File: src/rtl/decoder_scan_ctrl.sv
// Channel scan sequencer for a 4-to-16 enabled decoder: steps the select lines
// through 0..last, holding each channel enabled for a dwell time with an optional e-low gap.
module decoder_scan_ctrl #(
  parameter int DW    = 8,
  parameter int BLANK = 1
) (
  input  logic          clk,
  input  logic          rst,
  input  logic          start,
  input  logic          stop,
  input  logic          cont,
  input  logic [DW-1:0] dwell,
  input  logic [3:0]    last,
  output logic          x,
  output logic          y,
  output logic          z,
  output logic          w,
  output logic          e,
  output logic          busy,
  output logic          done,
  output logic [3:0]    idx
);

  typedef enum logic [1:0] {
    S_IDLE   = 2'd0,
    S_ACTIVE = 2'd1,
    S_GAP    = 2'd2,
    S_DONE   = 2'd3
  } state_t;

  localparam logic          HAS_GAP  = (BLANK > 0) ? 1'b1 : 1'b0;
  localparam logic [3:0]    GAP_LAST = (BLANK > 0) ? 4'(BLANK - 1) : 4'd0;
  localparam logic [DW-1:0] ONE      = {{(DW-1){1'b0}}, 1'b1};

  state_t        r_state;
  logic [3:0]    r_idx;
  logic [DW-1:0] r_dcnt;
  logic [3:0]    r_gcnt;
  logic [DW-1:0] r_dwell;
  logic [3:0]    r_last;
  logic          r_cont;
  logic          r_e;
  logic          r_busy;
  logic          r_done;

  state_t        w_state_nxt;
  logic [3:0]    w_idx_nxt;
  logic [DW-1:0] w_dcnt_nxt;
  logic [3:0]    w_gcnt_nxt;
  logic [DW-1:0] w_dwell_nxt;
  logic [3:0]    w_last_nxt;
  logic          w_cont_nxt;
  logic          w_dcnt_end;
  logic          w_gap_end;
  logic          w_at_last;
  logic          w_final;
  logic [3:0]    w_idx_inc;

  // r_dwell is at least 1 whenever ACTIVE, so the subtraction never wraps there
  assign w_dcnt_end = (r_dcnt == (r_dwell - ONE));
  assign w_gap_end  = (r_gcnt == GAP_LAST);
  assign w_at_last  = (r_idx == r_last);
  assign w_final    = w_at_last & ~r_cont;
  assign w_idx_inc  = w_at_last ? 4'd0 : (r_idx + 4'd1);

  // State, datapath and registered outputs
  always_ff @(posedge clk or posedge rst) begin
    if (rst) begin
      r_state <= S_IDLE;
      r_idx   <= 4'd0;
      r_dcnt  <= {DW{1'b0}};
      r_gcnt  <= 4'd0;
      r_dwell <= {DW{1'b0}};
      r_last  <= 4'd0;
      r_cont  <= 1'b0;
      r_e     <= 1'b0;
      r_busy  <= 1'b0;
      r_done  <= 1'b0;
    end else begin
      r_state <= w_state_nxt;
      r_idx   <= (w_state_nxt == S_IDLE) ? 4'd0 : w_idx_nxt;
      r_dcnt  <= w_dcnt_nxt;
      r_gcnt  <= w_gcnt_nxt;
      r_dwell <= w_dwell_nxt;
      r_last  <= w_last_nxt;
      r_cont  <= w_cont_nxt;
      r_e     <= (w_state_nxt == S_ACTIVE);
      r_busy  <= (w_state_nxt == S_ACTIVE) || (w_state_nxt == S_GAP);
      r_done  <= (w_state_nxt == S_DONE);
    end
  end

  // Next-state selection; stop overrides everything outside IDLE
  always_comb begin
    w_state_nxt = r_state;
    case (r_state)
      S_IDLE: begin
        if (start && !stop) w_state_nxt = S_ACTIVE;
        else                w_state_nxt = S_IDLE;
      end
      S_ACTIVE: begin
        if (stop)            w_state_nxt = S_IDLE;
        else if (!w_dcnt_end) w_state_nxt = S_ACTIVE;
        else if (w_final)    w_state_nxt = S_DONE;
        else if (HAS_GAP)    w_state_nxt = S_GAP;
        else                 w_state_nxt = S_ACTIVE;
      end
      S_GAP: begin
        if (stop)           w_state_nxt = S_IDLE;
        else if (w_gap_end) w_state_nxt = S_ACTIVE;
        else                w_state_nxt = S_GAP;
      end
      S_DONE:  w_state_nxt = S_IDLE;
      default: w_state_nxt = S_IDLE;
    endcase
  end

  // Counter, index and configuration updates; index advances on leaving ACTIVE so selects lead e
  always_comb begin
    w_idx_nxt   = r_idx;
    w_dcnt_nxt  = r_dcnt;
    w_gcnt_nxt  = r_gcnt;
    w_dwell_nxt = r_dwell;
    w_last_nxt  = r_last;
    w_cont_nxt  = r_cont;
    case (r_state)
      S_IDLE: begin
        if (start && !stop) begin
          w_dwell_nxt = (dwell == {DW{1'b0}}) ? ONE : dwell;
          w_last_nxt  = last;
          w_cont_nxt  = cont;
          w_dcnt_nxt  = {DW{1'b0}};
          w_gcnt_nxt  = 4'd0;
          w_idx_nxt   = 4'd0;
        end else begin
          w_idx_nxt = 4'd0;
        end
      end
      S_ACTIVE: begin
        if (w_dcnt_end) begin
          w_dcnt_nxt = {DW{1'b0}};
          w_gcnt_nxt = 4'd0;
          w_idx_nxt  = w_final ? r_idx : w_idx_inc;
        end else begin
          w_dcnt_nxt = r_dcnt + ONE;
        end
      end
      S_GAP: begin
        if (w_gap_end) begin
          w_gcnt_nxt = 4'd0;
          w_dcnt_nxt = {DW{1'b0}};
        end else begin
          w_gcnt_nxt = r_gcnt + 4'd1;
        end
      end
      S_DONE:  w_idx_nxt = 4'd0;
      default: w_idx_nxt = 4'd0;
    endcase
  end

  assign x    = r_idx[3];
  assign y    = r_idx[2];
  assign z    = r_idx[1];
  assign w    = r_idx[0];
  assign idx  = r_idx;
  assign e    = r_e;
  assign busy = r_busy;
  assign done = r_done;

endmodule
File: config.mk
export PLATFORM = sky130hd
export DESIGN_NAME = decoder_scan_ctrl
export DESIGN_NICKNAME = d
export VERILOG_FILES = /design/src/rtl/decoder_scan_ctrl.sv
export SDC_FILE = /design/constraint.sdc
export NUM_CORES = 1
export LEC_CHECK = 0
export CORE_MARGIN = 2
export CORE_UTILIZATION = 51
export CTS_BUF_LIST = sky130_fd_sc_hd__clkbuf_8
export DETAILED_ROUTE_END_ITERATION = 8
export PLACE_DENSITY = 0.78
export SETUP_SLACK_MARGIN = 0.1
export SYNTH_ARGS = -nofsm -noshare
export SYNTH_HDL_FRONTEND = slang
export SYNTH_SLANG_ARGS = --single-unit
File: constraint.sdc
create_clock -name clk -period 2.8 [get_ports clk]
set_input_delay 0.56 -clock clk [delete_from_list [all_inputs] [get_ports clk]]
set_output_delay 0.56 -clock clk [all_outputs]
set_load 0.05 [all_outputs]
After elaboration in Yosys (flattened, before gate mapping)
Cells that the tools add are included.
{"block": "op_classes", "add_sub_neg": 4, "eq_ne": 13, "muxes": 21, "n_bitwise": 2, "n_reduce_logical": 14}
{"operator": "8-bit two-way mux", "count": 4}
{"operator": "4-bit two-way mux", "count": 7}
{"operator": "8-bit case mux with 3 select lines", "count": 1}
{"operator": "4-bit case mux with 3 select lines", "count": 1}
{"operator": "3-bit AND reduction", "count": 3}
{"operator": "4-bit by 1-bit adder with 4-bit output, second input constant", "count": 2}
{"operator": "8-bit by 1-bit adder with 8-bit output, second input constant", "count": 1}
{"operator": "2-bit equality test, second input constant", "count": 4}
{"operator": "8-bit equality test", "count": 1}
{"operator": "8-bit zero test", "count": 1}
{"operator": "2-bit two-way mux", "count": 4}
{"operator": "2-bit case mux with 4 select lines", "count": 1}
{"operator": "4-bit case mux with 2 select lines", "count": 1}
{"operator": "8-bit by 1-bit subtractor with 8-bit output, second input constant", "count": 1}
{"operator": "2-bit inequality test, second input constant", "count": 3}
{"operator": "3-bit inequality test, second input constant", "count": 2}
{"operator": "3-bit nonzero test", "count": 2}
{"operator": "2-bit by 1-bit equality test with 1-bit output, second input constant", "count": 2}
{"operator": "4-bit equality test", "count": 1}
{"operator": "2-bit zero test", "count": 2}
{"operator": "4-bit zero test", "count": 1}
{"operator": "1-bit two-way mux", "count": 2}
{"operator": "2-bit AND reduction", "count": 1}
{"operator": "2-bit OR reduction", "count": 1}
{"operator": "5 further kinds", "count": 5}
{"block": "totals", "register_bits": 34, "inputBits": 17, "out_inout_bits": 11}

Longest topological paths before layout
Gate-level depths: netlist of the first run.
{"block": "logic_depth", "ltp_word": 9, "mapped_depth": 13, "ltp_nobuf": 13}

Least setup slack after synthesis of the first run
No wires, ideal clock.
{"block": "synth_timing", "kind": "register -> register", "from": "register r_dwell[0]", "to": "register r_idx[3] (netlist: idx[3])", "setup_ns": 0.083, "arrival_time_ns": 2.951, "required_ns": 2.717, "setup_slack_ns": -0.234, "path_stages_with_launch": 12, "n_path_buf": 0, "cell_sequence": "dfrtp_1 or4_4 a2111oi_4 or3b_4 and3_1 nand2_1 a211o_1 ha_1 nor3b_1 nand2_1 a41o_1 o21ai_0"}
{"block": "synth_via", "elab_chain_len": 8, "word_cells_on_any_way": 11, "cone_classes": "add/sub (1); eq/ne (3); mux (4); reduce/logical (3)"}
{"element": "start: declaration", "line": "39", "text": "logic [DW-1:0] r_dwell;"}
{"element": "start signal: assignment", "line": "73", "text": "r_dwell <= {DW{1'b0}};"}
{"element": "start signal: assignment", "line": "84", "text": "r_dwell <= w_dwell_nxt;"}
{"element": "8-bit by 1-bit subtractor with 8-bit output *", "line": "60", "text": "assign w_dcnt_end = (r_dcnt == (r_dwell - ONE));"}
{"element": "8-bit equality test *", "line": "60"}
{"element": "2-bit two-way mux", "line": "103", "text": "else if (!w_dcnt_end) w_state_nxt = S_ACTIVE;"}
{"element": "2-bit two-way mux", "line": "102", "text": "if (stop) w_state_nxt = S_IDLE;"}
{"element": "2-bit case mux with 4 select lines", "line": "96", "text": "case (r_state)"}
{"element": "2-bit zero test", "line": "81", "text": "r_idx <= (w_state_nxt == S_IDLE) ? 4'd0 : w_idx_nxt;"}
{"element": "3-bit inequality test (no line) / 3-bit nonzero test (equally long branches)"}
{"element": "3-bit AND reduction (no line)"}
{"element": "end signal: assignment", "line": "81"}
{"element": "end: declaration", "line": "36", "text": "logic [3:0] r_idx;"}
Every way passes the cells marked *; elsewhere a longest branch is shown, timed or not.
A chain may end at the register's enable or synchronous reset.

Final worst setup path of the first run
{"block": "layout_timing", "from": "register r_dwell[0]", "to": "register r_idx[2] (netlist: idx[2])"}
The elaborated chain is that of the path after synthesis.

==> results of run 1 <==
## stage by stage
step                      instance area [um2]  utilization, %  setup WS, ns
after floorplan                          2102               -       0.07029
after global placement                   2479           62.87       0.03335
after detailed placement                 2479           62.87      -0.04735
after CTS                                2619           66.42       0.05127
after global routing                     2653           67.28       -0.1249
final                                    2653           67.28       0.03080
## sequential cells by signal (all words and copies together), names as in the netlist
register	count
e	1
r_cont	1
r_last	4
r_dcnt	8
r_state	2
done	1
r_gcnt	4
busy	1
idx	4
r_dwell	8
## timing repair
item / 4_1_cts / 5_1_grt
resized for setup: 4 / 3
endpoints found under the setup margin: 4 / 4
pin swaps: 8 / 3
setup buffers: 5 / 3
## logic make-up (layout without fill, tap and decap cells)
group / Yosys count / after routing / synth area share [%]
AO/OA/AOI/OAI: 36 / 36 / 13.47
XOR/XNOR: 13 / 13 / 5.495
adder cells (fa/ha/maj): 13 / 13 / 7.850
buffers and inverters: 21 / 67 / 4.589
flip-flops: 34 / 34 / 41.06
multiplexers: 17 / 17 / 9.058
AND/OR/NAND/NOR: 69 / 69 / 18.48
## cells in the final DEF (no fill, tap or decap), types with 3 or more instances in the layout
cell type and count:
a21oi_1 4, xor2_1 7, mux2i_1 3, xnor2_1 6
nor2_1 6, o21ai_0 6, ha_1 11, nand2b_1 8
or2_2 3, inv_1 15, mux2_2 14, nand3_1 7
o21ai_1 4, nor3_1 3, clkbuf_8 5, nand2_1 20
clkdlybuf4s50_1 27, dfrtp_1 34, buf_4 19, nand3b_1 3
## per-layer routing
| layer | vias to the layer above | track usage, % | wire, um |
|---|---|---|---|
| li1 | 812 | - | - |
| met2 | 31 | 35.29 | 2031 |
| met5 | - | 0 | 0 |
| met4 | 0 | 7.653 | 63 |
| met3 | 5 | 5.000 | 163 |
| met1 | 779 | 26.79 | 1906 |
## worst max path at each step
stage / end / slack, ns / start
floorplan: idx[3] / 0.07 / r_dwell[1]
global placement: idx[2] / 0.03 / r_dwell[1]
detailed placement: idx[2] / -0.05 / r_dwell[0]
CTS: idx[2] / 0.05 / r_dwell[1]
global route: idx[3] / -0.12 / r_dwell[0]
finish: idx[2] / 0.03 / r_dwell[0]
## power groups by stage
stage / clock (mW) / combinational (mW) / sequential [mW]
floorplan: 0 / 0.215 / 0.599
global route: 0.365 / 0.389 / 0.600
detailed placement: 0 / 0.317 / 0.600
global placement: 0 / 0.310 / 0.598
finish: 0.332 / 0.354 / 0.593
CTS: 0.343 / 0.344 / 0.591
## area by class of cell
| type | count | area [um2] |
|---|---|---|
| fillers | 272 | 1290 |
| multi-input cells | 148 | 1190 |
| flip-flops and latches | 34 | 850.8 |
| repair buffers | 47 | 424.2 |
| clock buffers | 5 | 68.82 |
| well taps | 50 | 62.56 |
| inverters | 13 | 48.80 |
| clock inverters | 2 | 7.507 |
==> reports/metrics.yaml, run 1 <==
outcome:
  run_status: "complete, no violations"
die:
  core_area_um2: 3943
  die_y_um: 67.74
  die_w_um: 67.74
  rows: 23
  io_pins: 28
  die_area_um2: 4589
  initial_core_util_pct: 52.55
logic_synthesis:
  synth_warnings: 0
  synthCells: 203
  syn-mean-instance-area_um2: 10.21
  synth_cell_type_count: 49
  async_reset_ff_share_pct: 100.0
  synth_nets: 233
  netlist_top_cells_count: "dfrtp_1 (34), nand2_1 (21), mux2_2 (14)"
  yosys-top-cells-area: "dfrtp_1 (41%), ha_1 (7.9%), mux2_2 (7.6%)"
  synth_top_area_share_pct: 41.06
  synth_edf_count: 0
  ys.flop_type: "dfrtp_1"
  synthMostInstantiatedCell: "dfrtp_1"
  ys_ff_latch: 34
  seq_area_frac_synth_pct: 41.06
  yosys.area.top_type: "dfrtp_1"
  synth_area_um2: 2072
worst_setup_path:
  reg2reg_depth: 11
  path_cells: "or4_4, a2111oi_4, or3b_4, and3_4, nand2_2, a211o_1, ha_4, nor3b_4, nand2b_1, a41o_1, o21ai_1"
  cpMaxStageDelayCell: "or4_4"
  critPathRequiredTime_ns: 3.01
  cp-start-kind: "register"
  cp_num_buf_inv: 0
  crit_type: "register to register"
  worst_path_largest_cell_delay_ns: 0.56
  rrSetupSlack_ns: 0.03
  endpoint_kind: "register"
  critical-path-top-delay-family: "simple AND/OR/NAND/NOR gates"
  critical_path_cell_count: 11
  crit_arrival_ns: 2.98
  r2r_end: "idx[2]"
  timing.rr.start: "r_dwell[0]"
  worstPathMaxFanout: 3
placement:
  gp_congestion: 0.7764
  portBuffers: 27
  place_inst: 284
  dpl.hpwl_um: 2958
timing:
  fin_skew_ns: 0.003728
  finalHoldViolCount: 0
  worst_pin_slew_ns: 0.6684
  tns_ns: 0
  period_needed_ns: 2.769
  slew_headroom_pct: 55.30
  rsz0062_at_grt: "yes"
  slew_violations: 0
  finalSetupViolCount: 0
  fin_crit_sh_pct: 98.90
  clock.fmax_mhz: 361.1
  hold_ws_ns: 0.4846
cts:
  hold_buffers: 0
  numCtsBuffers: 5
  clock_latency_ns: 0.29
  htreeDepth: 2
  clock-root-buffer: "clkbuf_8"
  cts_buffer_depth: 2
  cts_tree: "yes"
  clock-sinks: 34
  cts.clk_slew.worst_paths_ns: 0.06
pwr:
  power_density_nw_per_um2: 482.2
  leakagePower_nw: 1.149
  ir_drop_uv: 364.5
  p_comb_share_pct: 27.7
  intPower_mw: 0.8873
  power_switching_mw: 0.3919
  finalPower_mw: 1.279
  clkPwrFrac_pct: 25.9
  seqPwrFrac_pct: 46.4
  swShare_pct: 30.63
layout:
  n_antenna_cell: 0
  nNetsFinal: 279
  syn2layout_area_growth_pct: 28.02
  drive_above_1_share_pct: 22.49
  layoutNonFillerInstCount: 299
drt:
  detail-route-antenna-nets: 0
  first_iter_violations: 65
  wl_per_cell_um: 13.93
  firstDrtPassIters: 4
  routed_wl_um: 4165
  dr_total_vias: 1627
  drc: 0
  vias_per_cell: 5.441
global_routing:
  overflow: 0
  grt_pass1_wl_um: 7203
  grt_pass1_vias: 1596
  grt_usage_pct: 21.23
  antenna_found_initial: 0
  grt_max_degree: 35
min_path:
  hp-class: "register to register"
  min_from: "r_gcnt[3]"
  hold_path_end: "r_gcnt[3]"
  min_path_cells: 1
job:
  drv_cap: 0
No activity file was read; power rests on OpenSTA's default activity.
==> inputs of run 2 (changes only) <==
CORE_MARGIN = 3   (was 2)
==> run 2 against run 1 <==
Effect of this change:
- routed wire length increased by 0.62%
- clock power about the same
- non-clock buffer count decreased by 1
- first-iteration DRC count increased by 37%
- hold slack improved by 0.0085 ns
- maximum frequency increased by 1.3%
- register-to-register slack improved by 0.04 ns
- via count increased by 1.7%
- critical path depth unchanged
- sequential power about the same
- global-route usage decreased by 2.5 points
- critical endpoint is now idx[3]
- largest cell class unchanged
==> reports/metrics.yaml, run 2 (synthesis results as in run 1) <==
drt:
  firstDrtPassIters: 4  # unchanged
  routed_wl_um: 4191  # +0.62%
  drc: 0  # unchanged
  vias_per_cell: 5.591  # +2.8%
  wl_per_cell_um: 14.16  # +1.6%
  first_iter_violations: 89  # +37%
  detail-route-antenna-nets: 0  # unchanged
  dr_total_vias: 1655  # +1.7%
worst_setup_path:
  endpoint_kind: "register"
  cp_num_buf_inv: 0  # unchanged
  worst_path_largest_cell_delay_ns: 0.52  # -0.04 ns
  critical-path-top-delay-family: "simple AND/OR/NAND/NOR gates"
  critPathRequiredTime_ns: 3.02  # about the same
  cpMaxStageDelayCell: "or4_4"
  crit_arrival_ns: 2.95  # -0.03 ns
  worstPathMaxFanout: 5  # +2
  cp-start-kind: "register"
  crit_type: "register to register"
  path_cells: "or4_4, a2111oi_4, or3b_4, and3_4, nand2_2, a211o_1, ha_4, nor3b_4, nand2_1, a41o_1, o21ai_1"
layout:
  final_cell_mix: "dfrtp_1 (33), clkdlybuf4s50_1 (27), nand2_1 (20), buf_4 (18)"
  top_regs: "r_dcnt: 8 flops, r_dwell: 8 flops"
  n_antenna_cell: 0  # unchanged
  final_common_cell: "dfrtp_1"
  nNetsFinal: 278  # -0.36%
  syn2layout_area_growth_pct: 28.32
  layoutNonFillerInstCount: 296  # -1.0%
  fin_area_um2: 2659  # +0.24%
  drive_above_1_share_pct: 23.39  # +0.90 points
timing:
  period_needed_ns: 2.734  # -0.03552 ns
  worst_pin_slew_ns: 0.5086  # -0.1599 ns
  fin_crit_sh_pct: 97.63  # -1.3 points
  slew_violations: 0  # unchanged
  setup_slack_ns: 0.06632  # +0.03552 ns
  finalHoldViolCount: 0  # unchanged
  fin_skew_ns: 0.006163  # +0.002435 ns
  finalSetupViolCount: 0  # unchanged
  rsz0062_at_grt: "yes"
  slew_headroom_pct: 65.99  # +11 points
  clock.fmax_mhz: 365.8  # +1.3%
cts:
  numCtsBuffers: 5  # unchanged
  cts_buffer_depth: 2  # unchanged
  cts.clk_slew.worst_paths_ns: 0.07  # about the same
  hold_buffers: 0  # unchanged
  clock-root-buffer: "clkbuf_8"
  cts_tree: "yes"
  htreeDepth: 2  # unchanged
  clock-sinks: 34  # unchanged
  clock_latency_ns: 0.29  # about the same
pwr:
  swShare_pct: 30.77  # +0.14 points
  power_switching_mw: 0.3972  # +1.4%
  p_comb_share_pct: 27.9  # +0.2 points
  ir_drop_uv: 339.7  # -6.8%
  clkPwrFrac_pct: 26.0  # about the same
  power_density_nw_per_um2: 485.4  # +0.66%
  intPower_mw: 0.8934  # +0.70%
  finalPower_mw: 1.291  # +0.90%
  leakagePower_nw: 1.144  # -0.43%
  seqPwrFrac_pct: 46.1  # -0.3 points
global_routing:
  grt_usage_pct: 18.71  # -2.5 points
  antenna_found_initial: 0  # unchanged
  overflow: 0  # unchanged
  grt_max_degree: 35  # unchanged
  grt_pass1_wl_um: 7293  # +1.2%
  grt_pass1_vias: 1604  # +0.50%
die:
  io_pins: 28  # unchanged
  initial_core_util_pct: 54.55  # +2.0 points
  core_area_um2: 3799  # -3.6%
  die_y_um: 69.74  # +3.0%
  die_area_um2: 4864  # +6.0%
  die_w_um: 69.74  # +3.0%
  rows: 22  # -4.3%
placement:
  dpl-instance-area_um2: 2469  # -0.40%
  place_inst: 281  # -1.1%
  gp_congestion: 0.7740  # -0.31%
  dpl.hpwl_um: 3037  # +2.6%
  post-place-ws_ns: -0.08106  # -0.03372 ns
  portBuffers: 27  # unchanged
job:
  drv_cap: 0  # unchanged
outcome:
  run_status: "complete, no violations"
min_path:
  hp-class: "register to register"
## run 2: cell types whose count changed in the layout (fill, tap and decap cells not counted), sizes merged
cell	change
buf	-1
## run 2: repair_timing
action / CTS / global route
pin swaps: 7 / 4
gates resized for setup: 4 / 6
setup endpoints to repair: 4 / 5
buffers inserted: 7 / 1
## run 2: metal layers
metal / vias up / wire length, um / track usage (%)
met4: 0 / 61 / 7.660
met5: - / 0 / 0
li1: 814 / - / -
met3: 6 / 139 / 4.348
met2: 32 / 2105 / 31.36
met1: 803 / 1884 / 23.16
## run 2: cell type report
type | count | area, um2
clock inverter | 2 | 7.507
multi-input combinational | 148 | 1205
timing repair buffer | 46 | 416.7
fill | 272 | 1140
clock buffer | 5 | 68.82
tap | 48 | 60.06
inverter | 13 | 48.80
sequential | 34 | 852.1
## run 2: through the flow
step / TNS [ns] / hold slack (ns) / utilization (%)
2_1_floorplan: 0 / 0.4484 / -
3_3_place_gp: 0 / 0.4780 / 64.99
3_5_place_dp: -0.1762 / 0.4893 / 64.99
4_1_cts: 0 / 0.4980 / 68.94
5_1_grt: -0.4294 / 0.5227 / 69.99
6_report: 0 / 0.4931 / 69.99
## run 2: path summary, 6_finish.rpt
path | to | slack [ns] | startpoint | depth (start not counted)
max in group asynchronous | r_dwell[2] | 1.79 | rst | 3
min reg2reg | r_gcnt[3] | 0.49 | r_gcnt[3] | 1
max | idx[3] | 0.07 | r_dwell[2] | 11
min | r_gcnt[3] | 0.49 | r_gcnt[3] | 1
min in group asynchronous | r_state[1] | 0.67 | rst | 3
max reg2reg | idx[3] | 0.07 | r_dwell[2] | 11
## run 2: power by group through the flow
stage                     clock network [mW]  registers, mW  logic (mW)
after floorplan                            0          0.599       0.215
after global placement                     0          0.598       0.312
after detailed placement                   0          0.601       0.314
after CTS                              0.342          0.590       0.348
after global routing                   0.361          0.603       0.398
final                                  0.335          0.595       0.361
## run 2: worst register-to-register path, delay by kind of cell (launching register included)
family	cells	cell delay, ns
compound gates	4	0.78
fa+ha+maj	1	0.19
flops	1	0.45
simple gates	6	1.24
